File: src/rtl/weight_bias_loader.sv
// weight_bias_loader: decodes a 32-bit host command/payload stream and broadcasts
// weight and bias words with their target layer/neuron on the shared neuron config bus.
// Optional header range checking is compiled in with `define LOADER_RANGE_CHECK_EN.
module weight_bias_loader #(
  parameter int unsigned NUM_LAYERS  = 5,
  parameter int unsigned MAX_NEURONS = 30,
  parameter int unsigned MAX_WEIGHTS = 784,
  parameter int unsigned CNT_WIDTH   = 16
) (
  input  logic                 clk,
  input  logic                 rst,
  input  logic [31:0]          s_data,
  input  logic                 s_valid,
  output logic                 s_ready,
  output logic                 weightValid,
  output logic [31:0]          weightValue,
  output logic                 biasValid,
  output logic [31:0]          biasValue,
  output logic [31:0]          config_layer_num,
  output logic [31:0]          config_neuron_num,
  output logic                 busy,
  output logic                 load_done,
  output logic [CNT_WIDTH-1:0] words_loaded,
  output logic                 err
);

  typedef enum logic [1:0] {StHdr, StWgt, StBias, StSkip} state_e;

  localparam logic [1:0] KindNop  = 2'b00;
  localparam logic [1:0] KindWgt  = 2'b01;
  localparam logic [1:0] KindBias = 2'b10;
  localparam logic [1:0] KindEnd  = 2'b11;

  localparam logic [CNT_WIDTH-1:0] CntOne = {{(CNT_WIDTH-1){1'b0}}, 1'b1};

  state_e                r_state, w_state_d;
  logic [13:0]           r_remaining, w_remaining_d;
  logic                  r_ready;
  logic                  r_wvalid, r_bvalid, r_done, r_err;
  logic [31:0]           r_wvalue, r_bvalue, r_layer, r_neuron;
  logic [CNT_WIDTH-1:0]  r_words;

  logic                  w_accept;
  logic [1:0]            w_kind;
  logic [7:0]            w_layer, w_neuron;
  logic [13:0]           w_cnt;
  logic                  w_range_bad, w_illegal;
  logic                  w_wgt_stb, w_bias_stb, w_cfg_load, w_end, w_set_err;

  assign w_accept = s_valid & r_ready;
  assign w_kind   = s_data[31:30];
  assign w_layer  = s_data[23:16];
  assign w_neuron = s_data[15:8];
  assign w_cnt    = {s_data[29:24], s_data[7:0]};

  // Payload count only matters for WEIGHT; BIAS always carries a single word.
  assign w_range_bad = (w_layer == 8'd0)
                     || ({24'd0, w_layer} > NUM_LAYERS)
                     || ({24'd0, w_neuron} > MAX_NEURONS)
                     || ((w_kind == KindWgt) && ({18'd0, w_cnt} > MAX_WEIGHTS));

`ifdef LOADER_RANGE_CHECK_EN
  assign w_illegal = w_range_bad;
`else
  assign w_illegal = 1'b0;
  logic w_unused_range;
  assign w_unused_range = w_range_bad;
`endif

  // State and payload counter registers.
  always_ff @(posedge clk) begin
    if (rst) begin
      r_state     <= StHdr;
      r_remaining <= 14'd0;
    end else begin
      r_state     <= w_state_d;
      r_remaining <= w_remaining_d;
    end
  end

  // Header decode and payload sequencing.
  always_comb begin
    w_state_d     = r_state;
    w_remaining_d = r_remaining;
    w_wgt_stb     = 1'b0;
    w_bias_stb    = 1'b0;
    w_cfg_load    = 1'b0;
    w_end         = 1'b0;
    w_set_err     = 1'b0;
    unique case (r_state)
      StHdr: begin
        if (w_accept) begin
          unique case (w_kind)
            KindNop: ;
            KindWgt: begin
              if (w_illegal) begin
                w_set_err     = 1'b1;
                w_state_d     = StSkip;
                w_remaining_d = w_cnt;
              end else begin
                // A zero-length load still retargets the config bus.
                w_cfg_load = 1'b1;
                if (w_cnt != 14'd0) begin
                  w_state_d     = StWgt;
                  w_remaining_d = w_cnt;
                end
              end
            end
            KindBias: begin
              if (w_illegal) begin
                w_set_err     = 1'b1;
                w_state_d     = StSkip;
                w_remaining_d = 14'd1;
              end else begin
                w_cfg_load = 1'b1;
                w_state_d  = StBias;
              end
            end
            KindEnd: w_end = 1'b1;
            default: ;
          endcase
        end
      end
      StWgt: begin
        if (w_accept) begin
          w_wgt_stb     = 1'b1;
          w_remaining_d = r_remaining - 14'd1;
          if (r_remaining == 14'd1) w_state_d = StHdr;
        end
      end
      StBias: begin
        if (w_accept) begin
          w_bias_stb = 1'b1;
          w_state_d  = StHdr;
        end
      end
      StSkip: begin
        if (r_remaining == 14'd0) begin
          w_state_d = StHdr;
        end else if (w_accept) begin
          w_remaining_d = r_remaining - 14'd1;
          if (r_remaining == 14'd1) w_state_d = StHdr;
        end
      end
      default: w_state_d = StHdr;
    endcase
  end

  // Registered bus outputs: strobes land one cycle after the payload is accepted.
  always_ff @(posedge clk) begin
    if (rst) begin
      r_ready  <= 1'b0;
      r_wvalid <= 1'b0;
      r_bvalid <= 1'b0;
      r_wvalue <= 32'd0;
      r_bvalue <= 32'd0;
      r_layer  <= 32'd0;
      r_neuron <= 32'd0;
      r_done   <= 1'b0;
      r_words  <= '0;
      r_err    <= 1'b0;
    end else begin
      r_ready  <= 1'b1;
      r_wvalid <= w_wgt_stb;
      r_bvalid <= w_bias_stb;
      r_done   <= w_end;
      if (w_wgt_stb)  r_wvalue <= s_data;
      if (w_bias_stb) r_bvalue <= s_data;
      if (w_cfg_load) begin
        r_layer  <= {24'd0, w_layer};
        r_neuron <= {24'd0, w_neuron};
      end
      if (w_end) begin
        r_words <= '0;
      end else if ((w_wgt_stb || w_bias_stb) && (r_words != '1)) begin
        r_words <= r_words + CntOne;
      end
      if (w_end) begin
        r_err <= 1'b0;
      end else if (w_set_err) begin
        r_err <= 1'b1;
      end
    end
  end

  assign s_ready           = r_ready;
  assign weightValid       = r_wvalid;
  assign weightValue       = r_wvalue;
  assign biasValid         = r_bvalid;
  assign biasValue         = r_bvalue;
  assign config_layer_num  = r_layer;
  assign config_neuron_num = r_neuron;
  assign busy              = (r_state != StHdr);
  assign load_done         = r_done;
  assign words_loaded      = r_words;
  assign err               = r_err;

endmodule

File: config.mk
export PLATFORM = sky130hd
export DESIGN_NAME = weight_bias_loader
export DESIGN_NICKNAME = d
export VERILOG_FILES = /design/src/rtl/weight_bias_loader.sv
export SDC_FILE = /design/constraint.sdc
export NUM_CORES = 1
export LEC_CHECK = 0
export BUFFER_PORTS_ARGS = -buffer_cell sky130_fd_sc_hd__clkbuf_2
export CAP_MARGIN = 20
export CORE_UTILIZATION = 47
export CTS_BUF_LIST = sky130_fd_sc_hd__clkbuf_4 sky130_fd_sc_hd__clkbuf_8 sky130_fd_sc_hd__clkbuf_16
export DETAILED_ROUTE_END_ITERATION = 10
export HOLD_SLACK_MARGIN = 0.1
export PLACE_DENSITY = 0.87
export SYNTH_ARGS = -nofsm -noshare
export SYNTH_HDL_FRONTEND = slang
export SYNTH_SLANG_ARGS = --single-unit
File: constraint.sdc
create_clock -name clk -period 2.7 [get_ports clk]
set_input_delay 0.27 -clock clk [delete_from_list [all_inputs] [get_ports clk]]
set_output_delay 0.27 -clock clk [all_outputs]
set_load 0.05 [all_outputs]
# == After elaboration in Yosys (flattened, before gate mapping) ==
# Index checks and enable logic that the tools add are counted.
# word_totals
reg_bits,116
inputBits,35
out_inout_bits,150
# op_classes
add_sub_neg,2
mux,24
bitwise_logic,1
reduce_logical,11
eq_ne,15
# ops
operator,n
$mux 14,5
$pmux 14 s3,1
$add 16x1->16 const B,1
$ne 16x16->1 const B,1
$eq 14x1->1 const B,1
$logic_not 14->1,1
$reduce_bool 14->1,1
$sub 14x1->14 const B,1
$mux 2,6
$mux 1,10
$ne 2x2->1 const B,5
$eq 2x2->1 const B,4
$pmux 2 s4,1
$reduce_and 5->1,1
$eq 2x1->1 const B,2
$pmux 2 s2,1
$reduce_and 4->1,1
$reduce_or 2->1,2
$ne 3x2->1 const B,1
$ne 3x3->1 const B,1
$reduce_bool 3->1,1
$logic_not 2->1,1
$reduce_bool 2->1,1
$and 1x1->1,1
2 further kinds,2

# == Logic depth before layout (Yosys ltp) ==
# depth
depth_word,5
mapped_depth,9

# == Worst setup path before layout ==
# Ideal clock, no wire load.
# synth_timing
kind,register to register
startpoint,register r_remaining[0]
endpoint,register r_remaining[8]
arrival_time_ns,2.006
setup_ns,0.130
setup_slack_ns,0.563
period_less_slack_ns,2.137
stages_incl_launch_ff,10
path_cell_list,dfxtp_1 > inv_1 > ha_1 > nor4bb_1 > and4_1 > or4_1 > buf_2 > buf_2 > o211ai_1 > o31ai_1
# synth_via
elab_chain_cells,4
# synth_rtl
item,line,source
from (decl),37,"logic [13:0] r_remaining, w_remaining_d;"
from (signal assigned),77,r_remaining <= w_remaining_d;
$sub 14x1->14,"127, 141",
$mux 14,"125, 140",
$mux 14,138,if (r_remaining == 14'd0) begin
$pmux 14 s3,90,unique case (r_state)
# Several ways; a longest one is shown, not always the timed one. The select of a mux whose other input is x is not followed.
# A chain may end at the register's enable or synchronous reset.

# == Worst setup path after layout ==
# layout_timing
startpoint,register r_remaining[0]
endpoint,register r_remaining[6]
# Same word-level chain as after synthesis.

==> out/results.ini <==
[run_status]
status=finished clean

[logic_synthesis]
async_flop_share=0
synth_cells=666
ys_types=47
yosys.area.top_type_share=0.451
synthesis.area_um2=5150
synth-edff-count=0
seq_area_frac_synth=0.451
synth_commonest_cells=nand2_1 (177), dfxtp_1 (116), a21oi_1 (111)
synth_ff_type=dfxtp_1
ys_ff_latch=116
yosysWarnings=0
synth.most_common_cell=nand2_1
syn-mean-instance-area_um2=7.73
synth.area.top_cells=dfxtp_1 (45%), nand2_1 (13%), a21oi_1 (11%)
synth_top_cell_by_area=dfxtp_1

[setup_path]
slowest_delay_ps=500
r2r_start=r_remaining[0]
critPathArrivalTime_ps=2790
path_depth=8
crit_buf_inv=2
rr_worst_depth=8
rrSetupSlack_ps=330
cp-end-kind=flop
path_max_fanout=14
critical_path.cell_chain=inv_1 -> ha_1 -> nor4bb_1 -> and4_1 -> or4_1 -> buf_4 -> or2_2 -> a21oi_1
cp.required_ps=3130
critPathTopFamily=simple AND/OR/NAND/NOR gates
crit_slowest_cell=or4_1
startpoint_type=flop
r2r_end=r_remaining[6]
path_class=reg -> reg

[sta]
setup_viol=0
finalCriticalPeriod_ps=2370
skew_ps=10.4
fin_ws_ps=332
tightest_slew_ps=1020
rsz0062_at_grt=false
timing.fmax_ghz=0.422
timing.final.crit_share=0.877
setup_tns_ps=0
hold_viol=0
slew_headroom=0.320
slew_viol_final=0

[hold_path]
min_from=s_valid
min_to=load_done
hold_depth=4
hold_class=in -> reg

[grt]
grt_pass1_vias=4734
overflow=0
grt_pass1_wl_mm=22.3
grt_max_degree=100
groute.usage.overall=0.247
antenna_found_initial=0

[placed_design]
numPortBuffers=135
post-place-ws_ps=392
dp_hpwl_mm=8.88
gp_congestion=0.930

[clocking]
path_clk_slew_ps=60
cts.sinks=116
cts_buffer_depth=2
cts_resized=0
cts_made_buffers=17
cts-root-buf=clkbuf_8
cts_max_level=4
cts_tree=yes
clock_latency_ps=510

[die]
num_io_pins=185
fp.dieArea_um2=11400
die_h_um=107
core-area_um2=10500
die_x_um=107
start_util=0.492
rows=37

[routing]
wl_per_cell_um=14.4
wl_mm=14.0
drc=0
drtPass1Iterations=4
drt_iter0_drc=374
viasPerCell=5.25
ant_nets=0
vias=5130

[finish]
multi_input_area_um2=2450
syn_to_final_growth_pct=29.1
diodes=0
nets=870
drive_gt1_frac=0.226
seqCellArea_um2=2320
fill_cells=855

[power_and_ir_drop]
peakVddDrop_mv=0.357
finalPower_uw=4530
p_leak_uw=0.00277
powerDensity_nw_per_um2=680

[run]
max-cap-violations=0

## per-layer routing
layer | global-route usage | vias to the layer above | share of wire
met5 | 0 | - | 0
met4 | 0.164 | 0 | 0.051
met3 | 0.0523 | 49 | 0.065
met2 | 0.390 | 231 | 0.48
met1 | 0.303 | 2363 | 0.41
li1 | - | 2487 | -
## layout by cell type, fill, tap and decap left out, types with 3 or more instances in the layout
master,netlist,routed
nand2_1,177,177
clkbuf_2,0,134
dfxtp_1,116,116
a21oi_1,111,111
conb_1,1,49
dlygate4sd3_1,0,33
nor2_1,25,25
clkbuf_16,0,16
nor3_1,18,15
buf_4,51,15
inv_1,12,12
nand3_1,12,12
o21ai_0,12,12
nor4_1,12,12
xnor2_1,8,8
ha_1,7,7
nand4_1,5,5
or4_1,5,5
and3_1,5,5
or3_1,5,5
clkinv_2,0,5
o32ai_1,4,4
inv_6,0,4
and2_1,3,3
a31oi_1,3,3
nor3_2,0,3
nor2b_1,3,3
a21o_1,3,3
clkinvlp_4,0,3
## final cells by class
cell class | instances | share of cell area
tap | 136 | 0.0256
sequential | 116 | 0.349
multi-input combinational | 498 | 0.369
clock buffer | 17 | 0.0623
clock inverter | 15 | 0.0196
timing repair buffer | 183 | 0.168
inverter | 12 | 0.00677
## per-stage QoR
stage / hold WS [ps] / util / std cells / instance area, um^2
after global placement: 441 / 0.552 / 912 / 5780
after detailed placement: 446 / 0.552 / 912 / 5780
after global routing: 406 / 0.636 / 977 / 6650
after CTS: 373 / 0.636 / 977 / 6650
final: 388 / 0.636 / 977 / 6650
after floorplan: 394 / - / 714 / 5330
## timing repair
item,4_1_cts,5_1_grt
hold buffers,33,0
endpoints found under the hold margin,81,0
buffers inserted,0,0
## worst reg2reg max path: cells and delay by family (launching register included)
| family | cells | cell delay (ps) |
|---|---|---|
| and+or+nand+nor | 4 | 1180 |
| adders and majority gates | 1 | 240 |
| DFF | 1 | 400 |
| buffers and inverters | 2 | 320 |
| AOI/OAI and AO/OA | 1 | 130 |
## power breakdown
group / switching [uW] / internal [uW]
Sequential: 33.2 / 1750
Combinational: 496 / 170
Clock: 852 / 1220
## kinds of logic after synthesis
family | after synthesis | synth area share
compound gates | 148 | 0.158
simple gates | 283 | 0.243
buf+inv | 100 | 0.111
fa+ha+maj | 7 | 0.0170
xor+xnor | 9 | 0.0153
flops | 116 | 0.451
mux | 2 | 0.00389
other cells | 1 | 0.000728
## state kept, by name (all words and copies together), names as in the netlist
register,count
biasValue,32
weightValid,1
r_state,2
s_ready,1
load_done,1
r_remaining,14
config_neuron_num,8
config_layer_num,8
words_loaded,16
biasValid,1
weightValue,32
## how the worst max path moves through the flow
stage / from / endpoint / slack, ps
6_report: r_remaining[0] / r_remaining[6] / 330
5_1_grt: r_remaining[0] / r_remaining[0] / 190
4_1_cts: r_remaining[0] / r_remaining[6] / 360
3_5_place_dp: r_remaining[0] / r_remaining[6] / 390
3_3_place_gp: r_remaining[0] / r_remaining[6] / 480
2_1_floorplan: r_remaining[0] / r_remaining[8] / 560
No activity file was read; power rests on OpenSTA's default activity.
